## src/rtl/onehot_rot_pkg.sv

```systemverilog
// Shared encodings and the pos-to-one-hot decode for onehot_rotator and related scan blocks.
package onehot_rot_pkg;

  localparam logic DIR_LEFT    = 1'b0;
  localparam logic DIR_RIGHT   = 1'b1;
  localparam logic MODE_WRAP   = 1'b0;
  localparam logic MODE_BOUNCE = 1'b1;

  // Widest one-hot vector the decode can produce; callers size-cast the result down.
  localparam int MAX_WIDTH = 64;

  function automatic logic [MAX_WIDTH-1:0] pos_to_onehot(input logic [31:0] p);
    return {{(MAX_WIDTH-1){1'b0}}, 1'b1} << p;
  endfunction

endpackage

```

## src/rtl/tick_prescaler.sv

```systemverilog
// Step-strobe generator: tick_o is high (combinationally) in every DIV-th enabled cycle.
// Count freezes while en is low; clr zeroes the count and suppresses a coincident tick.
module tick_prescaler #(
  parameter int DIV = 25000
) (
  input  logic clk,
  input  logic rst_n,
  input  logic en,
  input  logic clr,
  output logic tick_o
);

  localparam int CNT_W = (DIV > 1) ? $clog2(DIV) : 1;
  localparam logic [CNT_W-1:0] LAST = CNT_W'(DIV - 1);

  logic [CNT_W-1:0] cnt;

  assign tick_o = en & ~clr & (cnt == LAST);

  always_ff @(posedge clk or negedge rst_n) begin
    if (!rst_n) begin
      cnt <= '0;
    end else if (clr) begin
      cnt <= '0;
    end else if (en) begin
      cnt <= (cnt == LAST) ? '0 : cnt + CNT_W'(1);
    end
  end

endmodule

```

## src/rtl/onehot_rotator.sv

```systemverilog
// Parametrised one-hot position generator (wrap/bounce, left/right, load, step tick); q/pos/tick registered.
// Optional self-check adding a sticky err output is compiled in with ONEHOT_ROT_CHECK_EN.
module onehot_rotator
  import onehot_rot_pkg::*;
#(
  parameter int WIDTH    = 4,
  parameter int DIV      = 25000,
  parameter int INIT_POS = 3,
  localparam int POS_W   = (WIDTH > 1) ? $clog2(WIDTH) : 1
) (
  input  logic             clk,
  input  logic             rst_n,
  input  logic             en,
  input  logic             dir,
  input  logic             mode,
  input  logic             load,
  input  logic [POS_W-1:0] load_pos,
  output logic [WIDTH-1:0] q,
  output logic [POS_W-1:0] pos,
  output logic             tick
`ifdef ONEHOT_ROT_CHECK_EN
  ,
  output logic             err
`endif
);

  localparam logic [POS_W-1:0] LAST   = POS_W'(WIDTH - 1);
  localparam logic [POS_W-1:0] INIT   = POS_W'(INIT_POS);
  localparam logic [WIDTH-1:0] INIT_Q = WIDTH'(pos_to_onehot(INIT_POS));

  logic             step;
  logic             clr;
  logic             fault;
  logic             bdir;
  logic             bdir_next;
  logic             mv_dir;
  logic [POS_W-1:0] pos_next;
  logic [POS_W-1:0] load_cl;
  logic [WIDTH-1:0] q_next;

  assign clr = load | fault;

  tick_prescaler #(
    .DIV(DIV)
  ) u_prescaler (
    .clk   (clk),
    .rst_n (rst_n),
    .en    (en),
    .clr   (clr),
    .tick_o(step)
  );

`ifdef ONEHOT_ROT_CHECK_EN
  logic [WIDTH-1:0] q_of_pos;

  assign q_of_pos = WIDTH'(pos_to_onehot(32'(pos)));
  assign fault    = (q == '0) || ((q & (q - WIDTH'(1))) != '0) || (q != q_of_pos);

  always_ff @(posedge clk or negedge rst_n) begin
    if (!rst_n) begin
      err <= 1'b0;
    end else if (fault) begin
      err <= 1'b1;
    end
  end

`ifndef SYNTHESIS
  always_ff @(posedge clk) begin
    if (rst_n && fault) begin
      $error("onehot_rotator: q=%b inconsistent with pos=%0d", q, pos);
    end
  end
`endif
`else
  assign fault = 1'b0;
`endif

  // In wrap mode bdir shadows dir so a switch to bounce continues in the last direction.
  always_comb begin
    mv_dir    = (mode == MODE_BOUNCE) ? bdir : dir;
    bdir_next = (mode == MODE_WRAP) ? dir : bdir;
    load_cl   = (load_pos > LAST) ? LAST : load_pos;
    pos_next  = pos;
    if (fault) begin
      pos_next = INIT;
    end else if (load) begin
      pos_next = load_cl;
    end else if (step && (WIDTH > 1)) begin
      if ((mode == MODE_BOUNCE) && (bdir == DIR_LEFT) && (pos == LAST)) begin
        bdir_next = DIR_RIGHT;
        pos_next  = LAST - POS_W'(1);
      end else if ((mode == MODE_BOUNCE) && (bdir == DIR_RIGHT) && (pos == '0)) begin
        bdir_next = DIR_LEFT;
        pos_next  = POS_W'(1);
      end else if (mv_dir == DIR_LEFT) begin
        pos_next = (pos == LAST) ? '0 : pos + POS_W'(1);
      end else begin
        pos_next = (pos == '0) ? LAST : pos - POS_W'(1);
      end
    end
    q_next = WIDTH'(pos_to_onehot(32'(pos_next)));
  end

  always_ff @(posedge clk or negedge rst_n) begin
    if (!rst_n) begin
      pos  <= INIT;
      q    <= INIT_Q;
      tick <= 1'b0;
      bdir <= DIR_LEFT;
    end else begin
      pos  <= pos_next;
      q    <= q_next;
      tick <= step;
      bdir <= bdir_next;
    end
  end

endmodule

```

## config.mk

```make
export PLATFORM = sky130hd
export DESIGN_NAME = onehot_rotator
export DESIGN_NICKNAME = d
export VERILOG_FILES = /design/src/rtl/onehot_rot_pkg.sv /design/src/rtl/tick_prescaler.sv /design/src/rtl/onehot_rotator.sv
export SDC_FILE = /design/constraint.sdc
export NUM_CORES = 1
export LEC_CHECK = 0
export BUFFER_PORTS_ARGS = -buffer_cell sky130_fd_sc_hd__buf_4
export CORE_MARGIN = 4
export CORE_UTILIZATION = 40
export DETAILED_ROUTE_END_ITERATION = 10
export PLACE_DENSITY_LB_ADDON = 0.05
export SETUP_SLACK_MARGIN = 0.15
export SLEW_MARGIN = 20
export SYNTH_ARGS = -nofsm -noshare
export SYNTH_HDL_FRONTEND = slang
export SYNTH_SLANG_ARGS = --single-unit
```

## constraint.sdc

```tcl
create_clock -name clk -period 3.9 [get_ports clk]
set_clock_uncertainty 0.05 [all_clocks]
set_input_delay 0.39 -clock clk [delete_from_list [all_inputs] [get_ports clk]]
set_output_delay 0.39 -clock clk [all_outputs]
set_load 0.01 [all_outputs]
```

After elaboration in Yosys (flattened, before gate mapping)
Index checks and enable logic that the tools add are counted.
{ "classes": {"order_cmp": 1, "bitwise_logic": 4, "n_mux": 16, "reduce_logical": 6, "eq_ne": 2, "n_div": 0, "add_sub_neg": 3, "n_mul": 0, "n_shift": 1} }
{ "op_table": {"columns": ["cell", "count"], "rows": [
  ["$mux 15", 3],
  ["$mux 2", 8],
  ["$add 15x1->15 const B", 1],
  ["$eq 15x15->1 const B", 1],
  ["$mux 1", 5],
  ["$logic_and 1x1->1", 4],
  ["$shl 1x2->4 const A", 1],
  ["$add 2x1->2 const B", 1],
  ["$and 1x1->1", 2],
  ["$eq 2x2->1 const B", 1],
  ["$gt 2x2->1 const B", 1],
  ["$logic_not 2->1", 1],
  ["$not 1->1", 2],
  ["$reduce_bool 2->1", 1],
  ["$sub 2x1->2 const B", 1]
]} }
{ "totals": {"out_inout_bits": 7, "n_memories": 0, "mem_bits_rw": 0, "input_bits": 8, "reg_bits": 23, "elab_cells": 38, "latch_bits": 0, "mem_bits_ro": 0} }

Longest topological paths before layout
Gate-level depths: netlist (run 1).
{ "logic_depth": {"depth_word": 8, "ltp_mapped": 7, "depth_no_buf": 7} }

By module
From an unflattened synthesis (run 1), not the netlist that was laid out.
{ "unflattened": {"hier_cells": 134, "hier_area_um2": 1286.2} }
{ "by_module_without_submodules": {"columns": ["mod", "seq_area_each_um2", "instances", "area_each_um2", "cells_each"], "rows": [
  ["tick_prescaler", 375.4, 1, 879.6, 95],
  ["onehot_rotator", 203.9, 1, 406.6, 39]
]} }

Worst setup path before layout (run 1)
Ideal clock, no wire load.
{ "synth_timing": {"path_type": "flip-flop to flip-flop", "start": "register u_prescaler.cnt[9]", "end": "register q[1]", "period_less_slack_ps": 2247, "setup_time_ps": 121, "path_slack_ps": 1653, "arrival_time_ps": 2076, "required_ps": 3729, "path_stages_with_launch": 6, "path_buffers": 0, "cell_sequence": "dfrtp_1 -> or4b_4 -> or4_4 -> o41ai_2 -> nor2_1 -> a22o_1"} }
{ "synth_via": {"elab_chain_cells": 5} }
{ "synth_lines": {"columns": ["item", "line_no", "source"], "rows": [
  ["start: declaration", "tick_prescaler.sv:16", "logic [CNT_W-1:0] cnt;"],
  ["start signal: assignment", "tick_prescaler.sv:26", "cnt <= (cnt == LAST) ? '0 : cnt + CNT_W'(1);"],
  ["$eq 15x15->1", "tick_prescaler.sv:18", "assign tick_o = en & ~clr & (cnt == LAST);"],
  ["$and 1x1->1", "tick_prescaler.sv:18", null],
  ["$mux 2", "onehot_rotator.sv:88", "end else if (step && (WIDTH > 1)) begin"],
  ["$mux 2", "onehot_rotator.sv:86", "end else if (load) begin"],
  ["$shl 1x2->4", "onehot_rot_pkg.sv:13", "return {{(MAX_WIDTH-1){1'b0}}, 1'b1} << p;"],
  ["net q_next[1]", "onehot_rotator.sv:39", "logic [WIDTH-1:0] q_next;"],
  ["end signal: assignment", "onehot_rotator.sv:112", "q <= q_next;"],
  ["end: declaration", "onehot_rotator.sv:18", "output logic [WIDTH-1:0] q,"]
]} }
The timed path passes the listed nets, and every way through them passes these cells.
A chain may end at the register's enable or synchronous reset.

Worst setup path in the final report (run 1)
{ "layout_timing": {"start": "register u_prescaler.cnt[0]", "end": "register q[1]"} }
The elaborated chain is that of the path after synthesis.

==> reports/results.ini, run 1 <==
[clocking]
cts-root-buf=clkbuf_4
postCtsSetupRepairBufs=0
cts_tree=built
cts_sinks=23
cts_inserted_buffers=3
clock_path_buffers=2
clkLatencyLatePin_ns=0.32
path_clk_slew_ns=0.13
h-tree-depth=1

[floorplan]
initial_core_util=0.420
coreArea_mm2=0.00305
fp.dieArea_mm2=0.00417
die_height_um=64.6
rows=20
io_pins=15
die_w_um=64.6

[logic_synthesis]
syn_area_per_cell_um2=9.22
synth-edff-count=0
synthArstFlopShare=1.00
synth.yosys.seq_area_share=0.452
synth_flop_cell=dfrtp_1
synth_nets=150
yosys_warnings=0
ys_ff_latch=23
synth_cell_types=37
postSynthCellCount=139
syn_area_mm2=0.00128

[pwr]
peakVddDrop_v=0.000159
p_per_area_mw_per_mm2=297
cellLeakagePower_nw=0.621
p_total_w=0.000438

[drt]
drc=0
firstDrtPassIters=4
drtIter0Drc=51
totalWireLength_um=3010
antenna_left=0
route.detailed.vias_per_inst=5.75
avgRoutedWirePerCell_um=15.2
vias=1139

[worst_hold_path]
min_path_type=in -> reg

[placed_design]
io_buffers=14
gp_congestion=0.823
dp.final_hpwl_um=2090

[timing]
rsz0062_at_grt=false
fin_crit_sh=0.644
worst_hold_slack_ns=0.240
relSlewSlack=0.503
fmax_mhz=398
worst_pin_slew_ns=0.742
setup_tns_ns=0
final-max-slew-violation-count=0
setup_violations=0
period_needed_ns=2.51
hold_viol=0

[critical_path]
worstSetupEndpointType=flop
cp.required_ns=4.08
worstPathMaxFanout=7
crit_type=reg -> reg
startpoint_type=flop
crit_arrival_ns=2.69

[status]
status=finished, final reports clean

[global_routing]
track_usage=0.150
grt_max_degree=24
grt_pass1_vias=1064
antenna_found_initial=0
overflow=0
grt_pass1_wl_um=4890

[layout]
nets=166
n_antenna_cell=0
mostFrequentLayoutCells=dfrtp_1, nor2_1, buf_4, nand2_1, o21ai_1
layout_commonest_cell=dfrtp_1
drive_gt1_frac=0.188
syn2layout_area_growth_pct=15.0

[flow_run]
maxCapViolCount=0

## worst paths after layout
path / from / endpoint / slack (ns) / depth (start not counted)
max in group asynchronous: rst_n / pos[0]$_DFF_PN1_ / 3.09 / 2
max reg2reg: u_prescaler.cnt[0]$_DFFE_PN0P_ / q[1]$_DFF_PN0_ / 1.39 / 6
min in group asynchronous: rst_n / u_prescaler.cnt[12]$_DFFE_PN0P_ / 0.43 / 2
max: u_prescaler.cnt[0]$_DFFE_PN0P_ / q[1]$_DFF_PN0_ / 1.39 / 6
min: load_pos[0] / pos[0]$_DFF_PN1_ / 0.24 / 2
min reg2reg: u_prescaler.cnt[8]$_DFFE_PN0P_ / u_prescaler.cnt[8]$_DFFE_PN0P_ / 0.48 / 1
## layout make-up
class                   count  area, um^2
well taps                  44        55.1
inverters                   4        15.0
multi-input cells         108         683
repair buffers             15         115
fillers                   308        1580
clock buffers               4        26.3
flip-flops and latches     23         579
## kinds of logic after synthesis
group | after synthesis | share of synthesized area
xor gates and xnor gates | 2 | 0.0137
DFF | 23 | 0.452
buffers and inverters | 8 | 0.0234
and+or+nand+nor | 60 | 0.243
muxes | 3 | 0.0264
AOI/OAI and AO/OA | 40 | 0.212
adders and majority gates | 3 | 0.0293
## sequential cells by signal, indices dropped and copies added, names as in the netlist
signal and cells:
bdir 1, pos 2, q 4, tick 1, u_prescaler.cnt 15
## synthesized netlist by cell type (all sizes together), types with 2 or more instances
cell type  count  area (um^2)
nor4           2         12.5
or4b           2         23.8
nand3          5         25.0
inv            4         15.0
nand2b         4         25.0
or4            2         18.8
o21ai         15         75.1
ha             3         37.5
o2bb2ai        2         17.5
mux2           3         33.8
and3           2         12.5
dfrtp         20          500
clkbuf         4         15.0
nand2         12         45.0
a22o           2         17.5
nor3           2         10.0
dfstp          3         78.8
nor2          19         71.3
nand4          4         25.0
o41ai          5         58.8
a21oi          7         35.0
xor2           2         17.5
nor2b          2         12.5
a31oi          4         25.0
## critical path, cell delays in order, from the launching register on
cell	delay (ns)
dfrtp_1	0.42
ha_1	0.24
nand4_1	0.36
or4_4	0.67
o41ai_2	0.35
nor2_1	0.13
a22o_1	0.20
## report_power, final
| group | switching (W) | internal (W) |
|---|---|---|
| Sequential | 0.00000666 | 0.000249 |
| Combinational | 0.0000369 | 0.0000303 |
| Clock | 0.0000758 | 0.0000401 |
## timing repair
| action | CTS | global route |
|---|---|---|
| hold buffers | 1 | 0 |
| endpoints found under the setup margin | 0 | 0 |
| gates resized for setup | 0 | 0 |
| endpoints found under the hold margin | 20 | 0 |
## per-layer routing
layer  vias up  track usage  share of wire  wire, um
li1        550            -              -         -
met1       557        0.209           0.48      1460
met2        27        0.233           0.46      1370
met3         5       0.0260          0.042       127
met4         0       0.0554          0.017        51
met5         -            0              0         0
## per-stage QoR
| stage | worst slack [ns] | utilization | area, um^2 | instances |
|---|---|---|---|---|
| floorplan | 1.65 | - | 1280 | 139 |
| global placement | 1.37 | 0.467 | 1430 | 193 |
| CTS | 1.28 | 0.479 | 1460 | 198 |
| detailed placement | 1.29 | 0.467 | 1430 | 193 |
| finish | 1.39 | 0.483 | 1470 | 198 |
| global route | 1.28 | 0.483 | 1470 | 198 |
Note: power is estimated with default switching activity, not from simulation.
==> run 2: changes to the inputs <==
==> constraint.sdc (replaced) <==
create_clock -name clk -period 2.2 [get_ports clk]
set_clock_uncertainty 0.05 [all_clocks]
set_input_delay 0.22 -clock clk [delete_from_list [all_inputs] [get_ports clk]]
set_output_delay 0.22 -clock clk [all_outputs]
set_load 0.01 [all_outputs]
==> run 2 against run 1 <==
- the run now ends with negative setup slack left
- core utilization is 11 points higher
- sequential cell count unchanged
- count of clock-buffer cells in the layout fell by 1
- global-route usage up 2.9 points
- power is 84% higher
- register-to-register slack got worse by 1.4 ns
- non-clock buffer count increased by 27
- routed wire length rose by 13%
- critical path depth down 1
- first-iteration DRC count increased by 16%
==> reports/results.ini, run 2 (same netlist as run 1, synthesis figures left out) <==
[status]
status=complete, but fails checks
violations=negative setup slack

[timing]
worst_slack_ns=-0.00888
fmax_mhz=453
period_needed_ns=2.21
fin_crit_sh=1.00
rsz0062_at_grt=true
final-max-slew-violation-count=0
setup_violations=2
relSlewSlack=0.400
worst_pin_slew_ns=0.896
hold_viol=0

[critical_path]
cp.required_ns=2.37
critPathMaxStageDelay_ns=0.57
crit_type=reg -> reg
crit_chain=or4b_4 -> or4_4 -> o41ai_4 -> nor2_2 -> a22o_1
timing.rr.start=u_prescaler.cnt[6]$_DFFE_PN0P_
crit_buf_inv=0
cpMaxStageDelayCell=or4_4
crit_arrival_ns=2.38
cp_top_family=simple AND/OR/NAND/NOR gates
worstPathMaxFanout=3
r2r_setup_slack_ns=-0.009
r2r-end=q[1]$_DFF_PN0_
startpoint_type=flop
worstSetupEndpointType=flop
rr_worst_depth=5

[clocking]
cts_sinks=23
cts-root-buf=clkbuf_4
cts_tree=built
cts_inserted_buffers=3
clock_path_buffers=2
clkLatencyLatePin_ns=0.31
path_clk_slew_ns=0.14
h-tree-depth=1

[placed_design]
gp_congestion=0.787
postPlaceCellArea_mm2=0.00158
placed_cells=212
post-place-ws_ns=-0.0168
io_buffers=14
dp.final_hpwl_um=2320

[layout]
regMostFlops=u_prescaler.cnt
layout_commonest_cell=buf_4
seq_area_um2=579
nets=193
largest_reg_flops=15
drive_gt1_frac=0.431
mostFrequentLayoutCells=buf_4, dfrtp_1, nand2_1, nor2_1, o21ai_1
fin_util=0.597
fillers=284
multi_input_area_um2=808
design_area_mm2=0.00182
n_antenna_cell=0
syn2layout_area_growth_pct=42.2
top_regs=u_prescaler.cnt x15, q x4, pos x2
finalNonFillerCells=225

[global_routing]
grt_pass1_vias=1237
overflow=0
track_usage=0.180
grt_max_degree=24
antenna_found_initial=0
grt_pass1_wl_um=5910

[flow_run]
maxCapViolCount=0

[floorplan]
initial_core_util=0.420
io_pins=15
fp.dieArea_mm2=0.00417
rows=20
die_height_um=64.6
coreArea_mm2=0.00305
die_w_um=64.6

[pwr]
p_per_area_mw_per_mm2=443
p_total_w=0.000807
cellLeakagePower_nw=0.808
peakVddDrop_v=0.000294

[worst_hold_path]
worstHoldStart=load_pos[0]
hold_end=pos[0]$_DFF_PN1_
hold_depth=2
min_path_type=in -> reg

[drt]
firstDrtPassIters=4
drtIter0Drc=59
vias=1258
antenna_left=0
avgRoutedWirePerCell_um=15.1
totalWireLength_um=3400
drc=0
route.detailed.vias_per_inst=5.59

==> run 2: cell types whose count changed in the layout (fill, tap and decap cells not counted), moves of 2 or more <==
cell and change:
nor2_4 +3, o21ai_1 +2, buf_4 +22, nor2_2 +5, o21ai_2 +4, nor2_1 -8, o21ai_0 -6, buf_6 +5
==> run 2: metrics by stage <==
step                TNS [ns]  hold WS [ns]
floorplan            -0.0242        -0.126
global placement           0        0.0802
detailed placement   -0.0168        0.0865
CTS                  -0.0765        0.0678
global route          -0.312        0.0591
finish               -0.0109        0.0776
==> run 2: final cells by class <==
cell class / count / area share
multi-input cells: 108 / 0.444
flip-flops and latches: 23 / 0.318
repair buffers: 42 / 0.185
well taps: 44 / 0.0302
clock buffers: 3 / 0.0124
inverters: 4 / 0.00824
clock inverters: 1 / 0.00275
==> run 2: repair_timing <==
action | in CTS | in global routing
hold buffers | 1 | 0
cloned | 1 | 0
pin swaps | 2 | 10
endpoints found under the setup margin | 18 | 18
endpoints found under the hold margin | 20 | 0
buffers inserted | 2 | 5
gates resized for setup | 11 | 29
==> run 2: metal layers <==
layer / GRT usage / vias up / part of all wire
li1: - / 604 / -
met1: 0.248 / 630 / 0.46
met2: 0.286 / 22 / 0.49
met3: 0.0277 / 2 / 0.036
met4: 0.0607 / 0 / 0.0062
met5: 0 / - / 0
==> run 2: where the power goes <==
| part | switching, W | internal [W] | total, W |
|---|---|---|---|
| logic | 0.0000792 | 0.0000723 | 0.000151 |
| clock network | 0.000135 | 0.0000680 | 0.000203 |
| registers | 0.0000114 | 0.000441 | 0.000452 |
==> run 2: worst max-delay path by stage <==
stage                                               from        endpoint  slack [ns]  depth (start not counted)
after floorplan           u_prescaler.cnt[9]$_DFFE_PN0P_  q[1]$_DFF_PN0_       -0.02                          5
after global placement    u_prescaler.cnt[9]$_DFFE_PN0P_  q[1]$_DFF_PN0_        0.02                          5
after detailed placement  u_prescaler.cnt[9]$_DFFE_PN0P_  q[1]$_DFF_PN0_       -0.02                          5
after CTS                 u_prescaler.cnt[9]$_DFFE_PN0P_  q[1]$_DFF_PN0_       -0.03                          5
after global routing      u_prescaler.cnt[9]$_DFFE_PN0P_  q[1]$_DFF_PN0_       -0.08                          5
final                     u_prescaler.cnt[6]$_DFFE_PN0P_  q[1]$_DFF_PN0_      -0.009                          5
==> run 3: changes to the inputs <==
--- a/config.mk
+++ b/config.mk
@@ -6,9 +6,11 @@
 export NUM_CORES = 1
 export LEC_CHECK = 0
 export BUFFER_PORTS_ARGS = -buffer_cell sky130_fd_sc_hd__buf_4
+export CAP_MARGIN = 20
 export CORE_MARGIN = 4
 export CORE_UTILIZATION = 40
 export DETAILED_ROUTE_END_ITERATION = 10
+export GPL_TIMING_DRIVEN = 0
 export PLACE_DENSITY_LB_ADDON = 0.05
 export SETUP_SLACK_MARGIN = 0.15
 export SLEW_MARGIN = 20
==> run 3 against run 2 <==
- the flow still finishes with violations (negative setup slack)
- sequential cell count unchanged
- via count shrank 1.1%
- die area did not move
- worst hold slack worse by 0.0071 ns
- routed wire length shrank 0.56%
- count of clock-buffer cells in the layout stayed put
- setup slack got worse by 0.072 ns
- non-clock buffer count is 4 lower
- core utilization shrank 3.0 points
==> reports/results.ini, run 3 (same netlist as run 1, synthesis figures left out) <==
[pwr]
p_per_area_mw_per_mm2=461
power_switching_w=0.000221
p_int_w=0.000576
pwr-share-seq=0.567
pwr-share-clk=0.256
peakVddDrop_v=0.000360
netSwitchingFraction=0.278
cellLeakagePower_nw=0.769
combinationalPowerShare=0.177

[floorplan]
fp.dieArea_mm2=0.00417
coreArea_mm2=0.00305
io_pins=15
die_w_um=64.6
initial_core_util=0.420
die_height_um=64.6
rows=20

[global_routing]
met3_usage=0.0503
use_met1=0.223
grt_pass1_wl_um=5640
busiest_layer=met2
antenna_found_initial=0
grt_max_degree=24
overflow=0
met2_usage=0.278
track_usage=0.172
grt_pass1_vias=1216

[status]
violations=negative setup slack
status=complete, but fails checks

[drt]
antenna_left=0
firstDrtPassIters=4
totalWireLength_um=3380
avgRoutedWirePerCell_um=15.3
route.detailed.vias_per_inst=5.63
drc=0
vias=1244
drtIter0Drc=64

[placed_design]
gp_congestion=0.768
placed_cells=196
post-place-ws_ns=-0.199
io_buffers=13
dp.final_hpwl_um=2090

[clocking]
clock_path_buffers=2
cts-root-buf=clkbuf_4
h-tree-depth=1
path_clk_slew_ns=0.13
clkLatencyLatePin_ns=0.32
cts_inserted_buffers=3
cts_tree=built
cts_sinks=23

[layout]
regMostFlops=u_prescaler.cnt
layout_commonest_cell=buf_4
finalNonFillerCells=221
largest_reg_flops=15
syn2layout_area_growth_pct=35.0
drive_gt1_frac=0.350
mostFrequentLayoutCells=buf_4, dfrtp_1, nor2_1, o21ai_1, nand2_1
n_antenna_cell=0
top_regs=u_prescaler.cnt x15, q x4, pos x2
fin_util=0.566
fillers=290
nets=189

[critical_path]
crit_arrival_ns=2.45
worstPathMaxFanout=3
rr_worst_depth=6
cpMaxStageDelayCell=or4b_4
r2r-end=bdir$_DFF_PN0_
critPathMaxStageDelay_ns=0.56
cp.required_ns=2.37
crit_type=reg -> reg
worstSetupEndpointType=flop
r2r_setup_slack_ns=-0.08
startpoint_type=flop
timing.rr.start=u_prescaler.cnt[9]$_DFFE_PN0P_
crit_chain=or4b_4 -> or4_4 -> buf_6 -> nor2_4 -> a31oi_1 -> mux2_4

[timing]
rsz0062_at_grt=true
hold_viol=0
setup_tns_ns=-0.271
worst_hold_slack_ns=0.0705
period_needed_ns=2.28
fmax_mhz=438
final-max-slew-violation-count=0
worst_slack_ns=-0.0806
worst_pin_slew_ns=0.503
fin_crit_sh=1.04
relSlewSlack=0.665
setup_violations=7

[worst_hold_path]
hold_depth=2
worstHoldStart=load_pos[0]
min_path_type=in -> reg
hold_end=pos[0]$_DFF_PN1_

[flow_run]
maxCapViolCount=0

[run 3: metal layers]
metal,vias to the layer above,routed length [um]
li1,590,-
met2,43,1610
met1,605,1520
met5,-,0
met4,0,39
met3,6,208
[run 3: worst max path at each step]
stage | start | to | slack (ns) | depth (start not counted)
2_1_floorplan | u_prescaler.cnt[9]$_DFFE_PN0P_ | q[1]$_DFF_PN0_ | -0.02 | 5
3_3_place_gp | u_prescaler.cnt[3]$_DFFE_PN0P_ | q[1]$_DFF_PN0_ | -0.19 | 5
3_5_place_dp | u_prescaler.cnt[3]$_DFFE_PN0P_ | q[1]$_DFF_PN0_ | -0.20 | 5
4_1_cts | u_prescaler.cnt[3]$_DFFE_PN0P_ | q[1]$_DFF_PN0_ | -0.14 | 5
5_1_grt | u_prescaler.cnt[3]$_DFFE_PN0P_ | u_prescaler.cnt[12]$_DFFE_PN0P_ | -0.14 | 7
6_report | u_prescaler.cnt[9]$_DFFE_PN0P_ | bdir$_DFF_PN0_ | -0.08 | 6
[run 3: final cells by class]
type	instances	area, um^2	area share
Clock inverter	1	5.00	0.00289
Multi-Input combinational cell	108	766	0.443
Tap cell	44	55.1	0.0318
Timing Repair Buffer	34	262	0.151
Buffer	4	22.5	0.0130
Inverter	4	15.0	0.00868
Sequential cell	23	582	0.336
Clock buffer	3	22.5	0.0130
[run 3: worst max-delay path: cells and delay by family (launching register included)]
family	cells	cell delay, ns
simple gates	3	1.20
flops	1	0.43
mux	1	0.26
buf+inv	1	0.14
compound gates	1	0.09
[run 3: power by group through the flow]
stage / sequential (W) / clock [W] / combinational [W]
6_report: 0.000452 / 0.000204 / 0.000141
5_1_grt: 0.000454 / 0.000231 / 0.000157
2_1_floorplan: 0.000463 / 0 / 0.0000679
4_1_cts: 0.000452 / 0.000213 / 0.000131
3_3_place_gp: 0.000459 / 0 / 0.000121
3_5_place_dp: 0.000459 / 0 / 0.000123
[run 3: what timing repair did]
action / 4_1_cts / 5_1_grt
setup endpoints to repair: 19 / 20
pin swaps: 6 / 7
endpoints found under the hold margin: 23 / 0
hold buffers: 1 / 0
setup buffers: 9 / 11
resized for setup: 12 / 13
[run 3: metrics by stage]
step / instance area (um^2) / power, W
final: 1730 / 0.000797
after global routing: 1730 / 0.000843
after CTS: 1610 / 0.000796
after detailed placement: 1450 / 0.000582
after global placement: 1450 / 0.000580
after floorplan: 1300 / 0.000531
